### src/rtl/sram_pkg.sv
// Shared types for the simple-dual-port SRAM.
// Read-during-write mode and clear-engine states.
package sram_pkg;

    typedef enum logic {
        RDW_OLD,
        RDW_NEW
    } rdw_mode_e;

    typedef enum logic {
        ST_CLEAR,
        ST_READY
    } sram_state_e;

endpackage

### src/rtl/sram_init_fsm.sv
// Clear engine for the SRAM array.
// Walks every word writing zero after reset or on request.
module sram_init_fsm
    import sram_pkg::*;
#(
    parameter int DEPTH = 16,
    parameter int CW    = 4
) (
    input  logic          clk,
    input  logic          rst_n,
    input  logic          init_req,
    output logic          busy,
    output logic [CW-1:0] clr_addr,
    output logic          clr_we
);

    localparam logic [CW-1:0] LAST = CW'(DEPTH - 1);

    sram_state_e   st_q, st_d;
    logic [CW-1:0] cnt_q, cnt_d;

    // State and clear counter registers
    always_ff @(posedge clk or negedge rst_n) begin
        if (!rst_n) begin
            st_q  <= ST_CLEAR;
            cnt_q <= '0;
        end else begin
            st_q  <= st_d;
            cnt_q <= cnt_d;
        end
    end

    // Next-state: sweep all words, then idle until a new request
    always_comb begin
        st_d     = st_q;
        cnt_d    = cnt_q;
        busy     = 1'b0;
        clr_we   = 1'b0;
        clr_addr = cnt_q;
        unique case (st_q)
            ST_CLEAR: begin
                busy   = 1'b1;
                clr_we = 1'b1;
                cnt_d  = cnt_q + 1'b1;
                if (cnt_q == LAST) begin
                    st_d  = ST_READY;
                    cnt_d = '0;
                end
            end
            ST_READY: begin
                if (init_req) begin
                    st_d  = ST_CLEAR;
                    cnt_d = '0;
                end
            end
            default: st_d = ST_CLEAR;
        endcase
    end

endmodule

### src/rtl/sram_dp_core.sv
// Simple-dual-port SRAM with byte enables, selectable
// read-during-write, optional output register and clear engine.
module sram_dp_core
    import sram_pkg::*;
#(
    parameter int        DATA_W   = 32,
    parameter int        ADDR_W   = 4,
    parameter int        DEPTH    = 1 << ADDR_W,
    parameter rdw_mode_e RDW_MODE = RDW_OLD,
    parameter int        OUT_REG  = 0
) (
    input  logic                clk,
    input  logic                rst_n,
    input  logic                init_req,
    output logic                busy,
    input  logic                we,
    input  logic [ADDR_W-1:0]   waddr,
    input  logic [DATA_W-1:0]   wdata,
    input  logic [DATA_W/8-1:0] wbe,
    input  logic                re,
    input  logic [ADDR_W-1:0]   raddr,
    output logic [DATA_W-1:0]   rdata,
    output logic                rvalid
);

    localparam int NB = DATA_W / 8;
    localparam int IW = (DEPTH > 1) ? $clog2(DEPTH) : 1;
    localparam logic [ADDR_W:0] DEPTH_L = (ADDR_W + 1)'(DEPTH);

    logic [DATA_W-1:0] mem [DEPTH];

    logic          clr_we;
    logic [IW-1:0] clr_addr;
    logic          w_in, r_in, wr_ok, rd_ok, byp;
    logic [IW-1:0] widx, ridx;
    logic [DATA_W-1:0] rd_word, rd_val;
    logic [DATA_W-1:0] r1_data_q;
    logic              r1_valid_q;

    sram_init_fsm #(
        .DEPTH (DEPTH),
        .CW    (IW)
    ) u_init (
        .clk      (clk),
        .rst_n    (rst_n),
        .init_req (init_req),
        .busy     (busy),
        .clr_addr (clr_addr),
        .clr_we   (clr_we)
    );

    assign w_in  = ({1'b0, waddr} < DEPTH_L);
    assign r_in  = ({1'b0, raddr} < DEPTH_L);
    assign widx  = waddr[IW-1:0];
    assign ridx  = raddr[IW-1:0];
    assign wr_ok = !busy && we && w_in;
    assign rd_ok = !busy && re;
    assign byp   = (RDW_MODE == RDW_NEW) && wr_ok
                && (waddr == raddr);

    // Array write: clear engine has priority, user writes per byte lane
    always_ff @(posedge clk) begin
        if (clr_we) begin
            mem[clr_addr] <= '0;
        end else if (wr_ok) begin
            for (int i = 0; i < NB; i++) begin
                if (wbe[i]) mem[widx][8*i +: 8] <= wdata[8*i +: 8];
            end
        end
    end

    // Read word with optional write-data bypass on same-address collision
    always_comb begin
        rd_word = r_in ? mem[ridx] : '0;
        rd_val  = rd_word;
        if (byp) begin
            for (int i = 0; i < NB; i++) begin
                if (wbe[i]) rd_val[8*i +: 8] = wdata[8*i +: 8];
            end
        end
    end

    // First read stage; data held when no read is accepted
    always_ff @(posedge clk or negedge rst_n) begin
        if (!rst_n) begin
            r1_data_q  <= '0;
            r1_valid_q <= 1'b0;
        end else begin
            r1_valid_q <= rd_ok;
            if (rd_ok) r1_data_q <= rd_val;
        end
    end

    generate
        if (OUT_REG != 0) begin : g_oreg
            logic [DATA_W-1:0] r2_data_q;
            logic              r2_valid_q;

            // Optional output register adds one cycle of latency
            always_ff @(posedge clk or negedge rst_n) begin
                if (!rst_n) begin
                    r2_data_q  <= '0;
                    r2_valid_q <= 1'b0;
                end else begin
                    r2_valid_q <= r1_valid_q;
                    if (r1_valid_q) r2_data_q <= r1_data_q;
                end
            end

            assign rdata  = r2_data_q;
            assign rvalid = r2_valid_q;
        end else begin : g_noreg
            assign rdata  = r1_data_q;
            assign rvalid = r1_valid_q;
        end
    endgenerate

endmodule

### config.mk
export PLATFORM = sky130hd
export DESIGN_NAME = sram_dp_core
export DESIGN_NICKNAME = d
export VERILOG_FILES = /design/src/rtl/sram_pkg.sv /design/src/rtl/sram_init_fsm.sv /design/src/rtl/sram_dp_core.sv
export SDC_FILE = /design/constraint.sdc
export NUM_CORES = 1
export LEC_CHECK = 0
export ABC_AREA = 1
export CAP_MARGIN = 0
export CORE_ASPECT_RATIO = 0.9
export CORE_MARGIN = 5
export CORE_UTILIZATION = 30
export CTS_CLUSTER_DIAMETER = 30
export DETAILED_ROUTE_END_ITERATION = 8
export SLEW_MARGIN = 20
export SYNTH_ARGS = -nofsm -noshare
export SYNTH_HDL_FRONTEND = slang
export SYNTH_SLANG_ARGS = --single-unit
### constraint.sdc
create_clock -name clk -period 2.92 [get_ports clk]
set_clock_uncertainty 0.2 [all_clocks]
set_input_delay 0.584 -clock clk [delete_from_list [all_inputs] [get_ports clk]]
set_output_delay 0.584 -clock clk [all_outputs]
set_load 0.05 [all_outputs]
## Yosys cells after proc, flatten, opt, wreduce, memory -nomap -nowiden

Memories as Yosys holds them, arrays and structs flattened. A register that Yosys moved wholly into a read port is not among the register bits.
Index checks and enable logic that the tools add are counted.

| cells by class | value |
|---|---|
| add/subtract/negate cells | 1 |
| equality and inequality tests | 2 |
| multiplexer cells | 26 |
| bitwise operators | 1 |
| reduce and logical (&&, ||, !) cells | 4 |

Operators with widths:

| kind | number |
|---|---|
| 32-bit 2-to-1 mux | 1 |
| 32-bit OR reduction | 1 |
| 1-bit 2-to-1 mux | 19 |
| 4-bit 2-to-1 mux | 4 |
| 4-bit case mux with 2 select lines | 1 |
| 4-bit by 1-bit adder with 4-bit output, second input constant | 1 |
| 4-bit equality test, second input constant | 1 |
| 1-bit logical AND | 2 |
| 2-bit != test, second input constant | 1 |
| 1-bit case mux with 2 select lines | 1 |
| 1-bit zero test | 1 |
| 1-bit NOT | 1 |

| word-level totals | value |
|---|---|
| bits in registers | 6 |
| bits in writable memories | 512 |
| input port bits | 49 |
| output and inout bits | 34 |
| logic and storage cells | 38 |
| memories kept | 1 |

Memories:

| memory | depth | width | rd ports | clocked after Yosys merged registers in | write ports | RTL line | RTL |
|---|---|---|---|---|---|---|---|
| mem | 16 | 32 | 1 | 1 | 1 | sram_dp_core.sv:30 | `logic [DATA_W-1:0] mem [DEPTH];` |

## Logic depth before layout (Yosys ltp)

| depth | value |
|---|---|
| depth in word-level cells | 6 |
| mapped depth | 12 |
| depth with buffers taken out | 9 |

## By module

Synthesis repeated with hierarchy kept, for this count alone.

| unflattened totals | value |
|---|---|
| cell total of the unflattened synthesis | 2052 |
| area total of the unflattened synthesis | 22983.3 um^2 |

By module, submodules not included:

| module | instances | cells an instance | area an instance (um^2) | seq. area each (um^2) |
|---|---|---|---|---|
| sram_dp_core | 1 | 2023 | 22728.0 | 16200.5 |
| sram_init_fsm | 1 | 29 | 255.2 | 125.1 |

## Worst setup path after synthesis

Ideal clock, no wire load.

| path | value |
|---|---|
| path type | input to register |
| from | input wbe[0] |
| to | memory mem[10][0], enable pin |
| library setup time | 0.370 ns |
| arrival time | 1.722 ns |
| data required time | 2.350 ns |
| slack | 0.628 ns |
| stages on the path | 7 |
| path buffers | 0 |
| cell sequence | o21ai_4 -> nand2_4 -> nand2_1 -> nand2_2 -> nor2_4 -> nand2_2 -> nor2_1 |

| on the way | value |
|---|---|
| longest elaborated chain between the ends | 6 |
| elaborated cells between the ends (all ways) | 7 |
| those cells by class | mux (6); reduce/logical (1) |

Ends and longest elaborated chain:

| what | RTL line | RTL |
|---|---|---|
| from (decl) | sram_dp_core.sv:19 | `input logic [DATA_W/8-1:0] wbe,` |
| 1-bit 2-to-1 mux * | sram_dp_core.sv:67 | `if (wbe[i]) mem[widx][8*i +: 8] <= wdata[8*i +: 8];` |
| 1-bit 2-to-1 mux * | sram_dp_core.sv:65 | `end else if (wr_ok) begin` |
| 1-bit 2-to-1 mux * | sram_dp_core.sv:63 | `if (clr_we) begin` |
| 1-bit 2-to-1 mux (not written as such) * | sram_dp_core.sv:67 |  |
| 32-bit OR reduction (no source line) | n/a |  |
| 4-bit 2-to-1 mux (no source line) | n/a |  |
| to (decl) | sram_dp_core.sv:30 |  |

Mark *: on every way between the ends. The rest lies on a longest branch, timed or not.

## Worst setup path after layout

| path | value |
|---|---|
| from | register r1_data_q[0] (netlist: rdata[0]) (read register of mem) |
| to | output rdata[0] |

RTL lines:

| what | RTL line | RTL |
|---|---|---|
| from (decl) | sram_dp_core.sv:37 | `logic [DATA_W-1:0] r1_data_q;` |
| to (decl) | sram_dp_core.sv:22 | `output logic [DATA_W-1:0] rdata,` |

No word-level cell between the ends.

==> flow_summary.toml <==
[cts]
cts.path.max_buffers = 3
postCtsSetupBuffers = 0
cts.sinks = 550
cts.clk_slew.worst_paths_ns = 0.05
holdBufCountCts = 1
cts_buffers = 109
clk_latency_ns = 0.63
h-tree-depth = 3
root_buffer = "clkbuf_16"
cts_resized = 0
cts_tree = "done"

[worst_hold_path]
hold-path-cell-count = 2
min-delay-path-class = "reg -> reg"
whs_endpoint = "rdata[17]"
min-delay-start = "rdata[17]"

[yosys]
synth_ff_type = "edfxtp_1"
synth_commonest_cells = "nand2_1, edfxtp_1, nand3_1"
async_reset_ff_frac = 0.06909
synthCells = 2037
netlist_area_mm2 = 0.02268
synth_area_leaders = "edfxtp_1, nand2_1, nand3_1"
syn_area_per_cell_um2 = 11.13
synth_top_cell_by_area = "edfxtp_1"
synth.yosys.warnings = 0
ys_seq_area_frac = 0.7199
synth_top_area_share = 0.6780
ys_types = 21
syn_nets = 2087
synth_edf_count = 512
synth.most_common_cell = "nand2_1"
ys_ff_latch = 550

[critical_path]
max_stage_delay_ns = 0.89
rr_endpoint = "mem[4][8]"
cp_max_fo = 2
critPathBufInv = 1
path_cells = "clkdlybuf4s50_1"
crit_slowest_cell = "clkdlybuf4s50_1"
reg2reg_depth = 10
path_depth = 1
crit_path_start_kind = "register"
r2r_start = "u_init.st_q"
crit_required_ns = 2.14
cp_data_arrival_time_ns = 1.86
end_kind = "output port"
reg2reg_slack_ns = 0.61
cpLargestDelayFamily = "buffers and inverters"
timing_worst_setup_path_type = "reg -> out"

[floorplan]
die_width_um = 299.8
io_pins = 83
coreArea_mm2 = 0.07477
fp.dieH_um = 270.8
die-area_mm2 = 0.08120
num_rows = 95
start_util = 0.3033

[sta]
max_freq_ghz = 0.3777
drv_slew = 0
maxSlewHeadroom = 0.5091
whs_ns = 0.2728
fin_crit_sh = 0.9067
setup_viol = 0
tightest_slew_ns = 0.7363
hold_viol_final = 0
rsz0062_at_grt = "false"
period_minus_slack_ns = 2.648

[run_status]
status = "finished, final reports clean"

[placement]
port_buffers = 82
hpwl_um = 40390
place_congestion = 0.8785

[layout]
multi_input_area_mm2 = 0.005639
final-seq-area_mm2 = 0.01633
layout-drive-gt1-share = 0.1508
num-fill-cells = 7006
area_delta_synth_final_pct = 29.50
diodes = 0
nets = 2291

[pwr]
powerDensity_mw_per_mm2 = 1036
power.total_w = 0.03042
switching_share = 0.2948
switchingPower_w = 0.008969
pwr-share-clk = 0.408
seq_power_share = 0.385
combPwrFrac = 0.207
power.internal_w = 0.02145
ir_drop_v = 0.0005506
total_leakage_power_nw = 11.63

[job]
cap_violations = 0

[global_route]
antenna_found_initial = 0
grt_usage = 0.1566
overflow = 0
grt_max_degree = 140
grt_pass1_wl_um = 97310
grt_pass1_vias = 16050

[detailed_routing]
routed_wl_um = 64610
avgRoutedWirePerCell_um = 19.56
drt_iter0_markers = 1514
dr.pass1.iters = 5
num_vias = 15990
via_per_inst = 4.841
ant_nets = 0
drc_errors = 0
## per-layer routing
metal  track usage  wire length [µm]  vias to the layer above
met5             0                 0                        -
met4       0.04816              1379                        0
met3       0.03984              5501                      105
met2        0.2435             29190                      668
met1        0.2170             28540                     7811
li1              -                 -                     7410
## metrics by stage
step                      TNS (ns)  setup WS (ns)  utilization  cells  cell area [µm²]
after floorplan                  0         0.6282            -   2037            22680
after global placement      -1.088       -0.03278       0.3425   3099            25600
after detailed placement    -18.71       -0.08949       0.3425   3099            25600
after CTS                        0         0.2085       0.3928   3304            29370
after global routing             0         0.1872       0.3928   3304            29370
final                            0         0.2725       0.3928   3304            29370
## cell type report
type | instances | area share
Timing Repair Buffer | 211 | 0.07656
Multi-Input combinational cell | 1321 | 0.1920
Tap cell | 970 | 0.04133
Inverter | 48 | 0.006391
Sequential cell | 550 | 0.5559
Clock buffer | 134 | 0.1010
Clock inverter | 70 | 0.02680
## state kept, by name, summed over array words and instances (netlist names)
name,cells
mem,512
rdata,32
rvalid,1
u_init.clr_addr,4
u_init.st_q,1
## cell usage in the layout, fill, tap and decap left out, drive strengths merged, types with 6 or more instances in the layout
cell / instances
nand3: 396
buf: 134
clkinvlp: 14
dfrtp: 38
inv: 56
nand2: 806
bufinv: 14
edfxtp: 512
clkdlybuf4s50: 76
nor2: 105
clkbuf: 134
clkinv: 34
o21ai: 6
## cells by family after synthesis
family	count (synthesis)	synth area share
adders and majority gates	1	0.0005516
AOI/OAI and AO/OA	11	0.003476
xor gates and xnor gates	1	0.0003863
buffers and inverters	166	0.03156
and+or+nand+nor	1308	0.2441
DFF	550	0.7199
## how the worst max path moves through the flow
| stage | from | to | slack (ns) |
|---|---|---|---|
| 2_1_floorplan | wbe[0] | mem[10][0] | 0.63 |
| 3_3_place_gp | wbe[0] | mem[4][5] | -0.03 |
| 3_5_place_dp | wbe[0] | mem[4][1] | -0.09 |
| 4_1_cts | rdata[29] | rdata[29] | 0.21 |
| 5_1_grt | rdata[29] | rdata[29] | 0.19 |
| 6_report | rdata[0] | rdata[0] | 0.27 |
## power groups by stage
stage	Combinational (W)	Clock [W]	Sequential, W
after CTS	0.00635	0.0125	0.0117
final	0.00631	0.0124	0.0117
after floorplan	0.00275	0	0.0124
after global routing	0.00681	0.0130	0.0119
after detailed placement	0.00632	0	0.0118
after global placement	0.00618	0	0.0118
No activity file was read; power rests on OpenSTA's default activity.
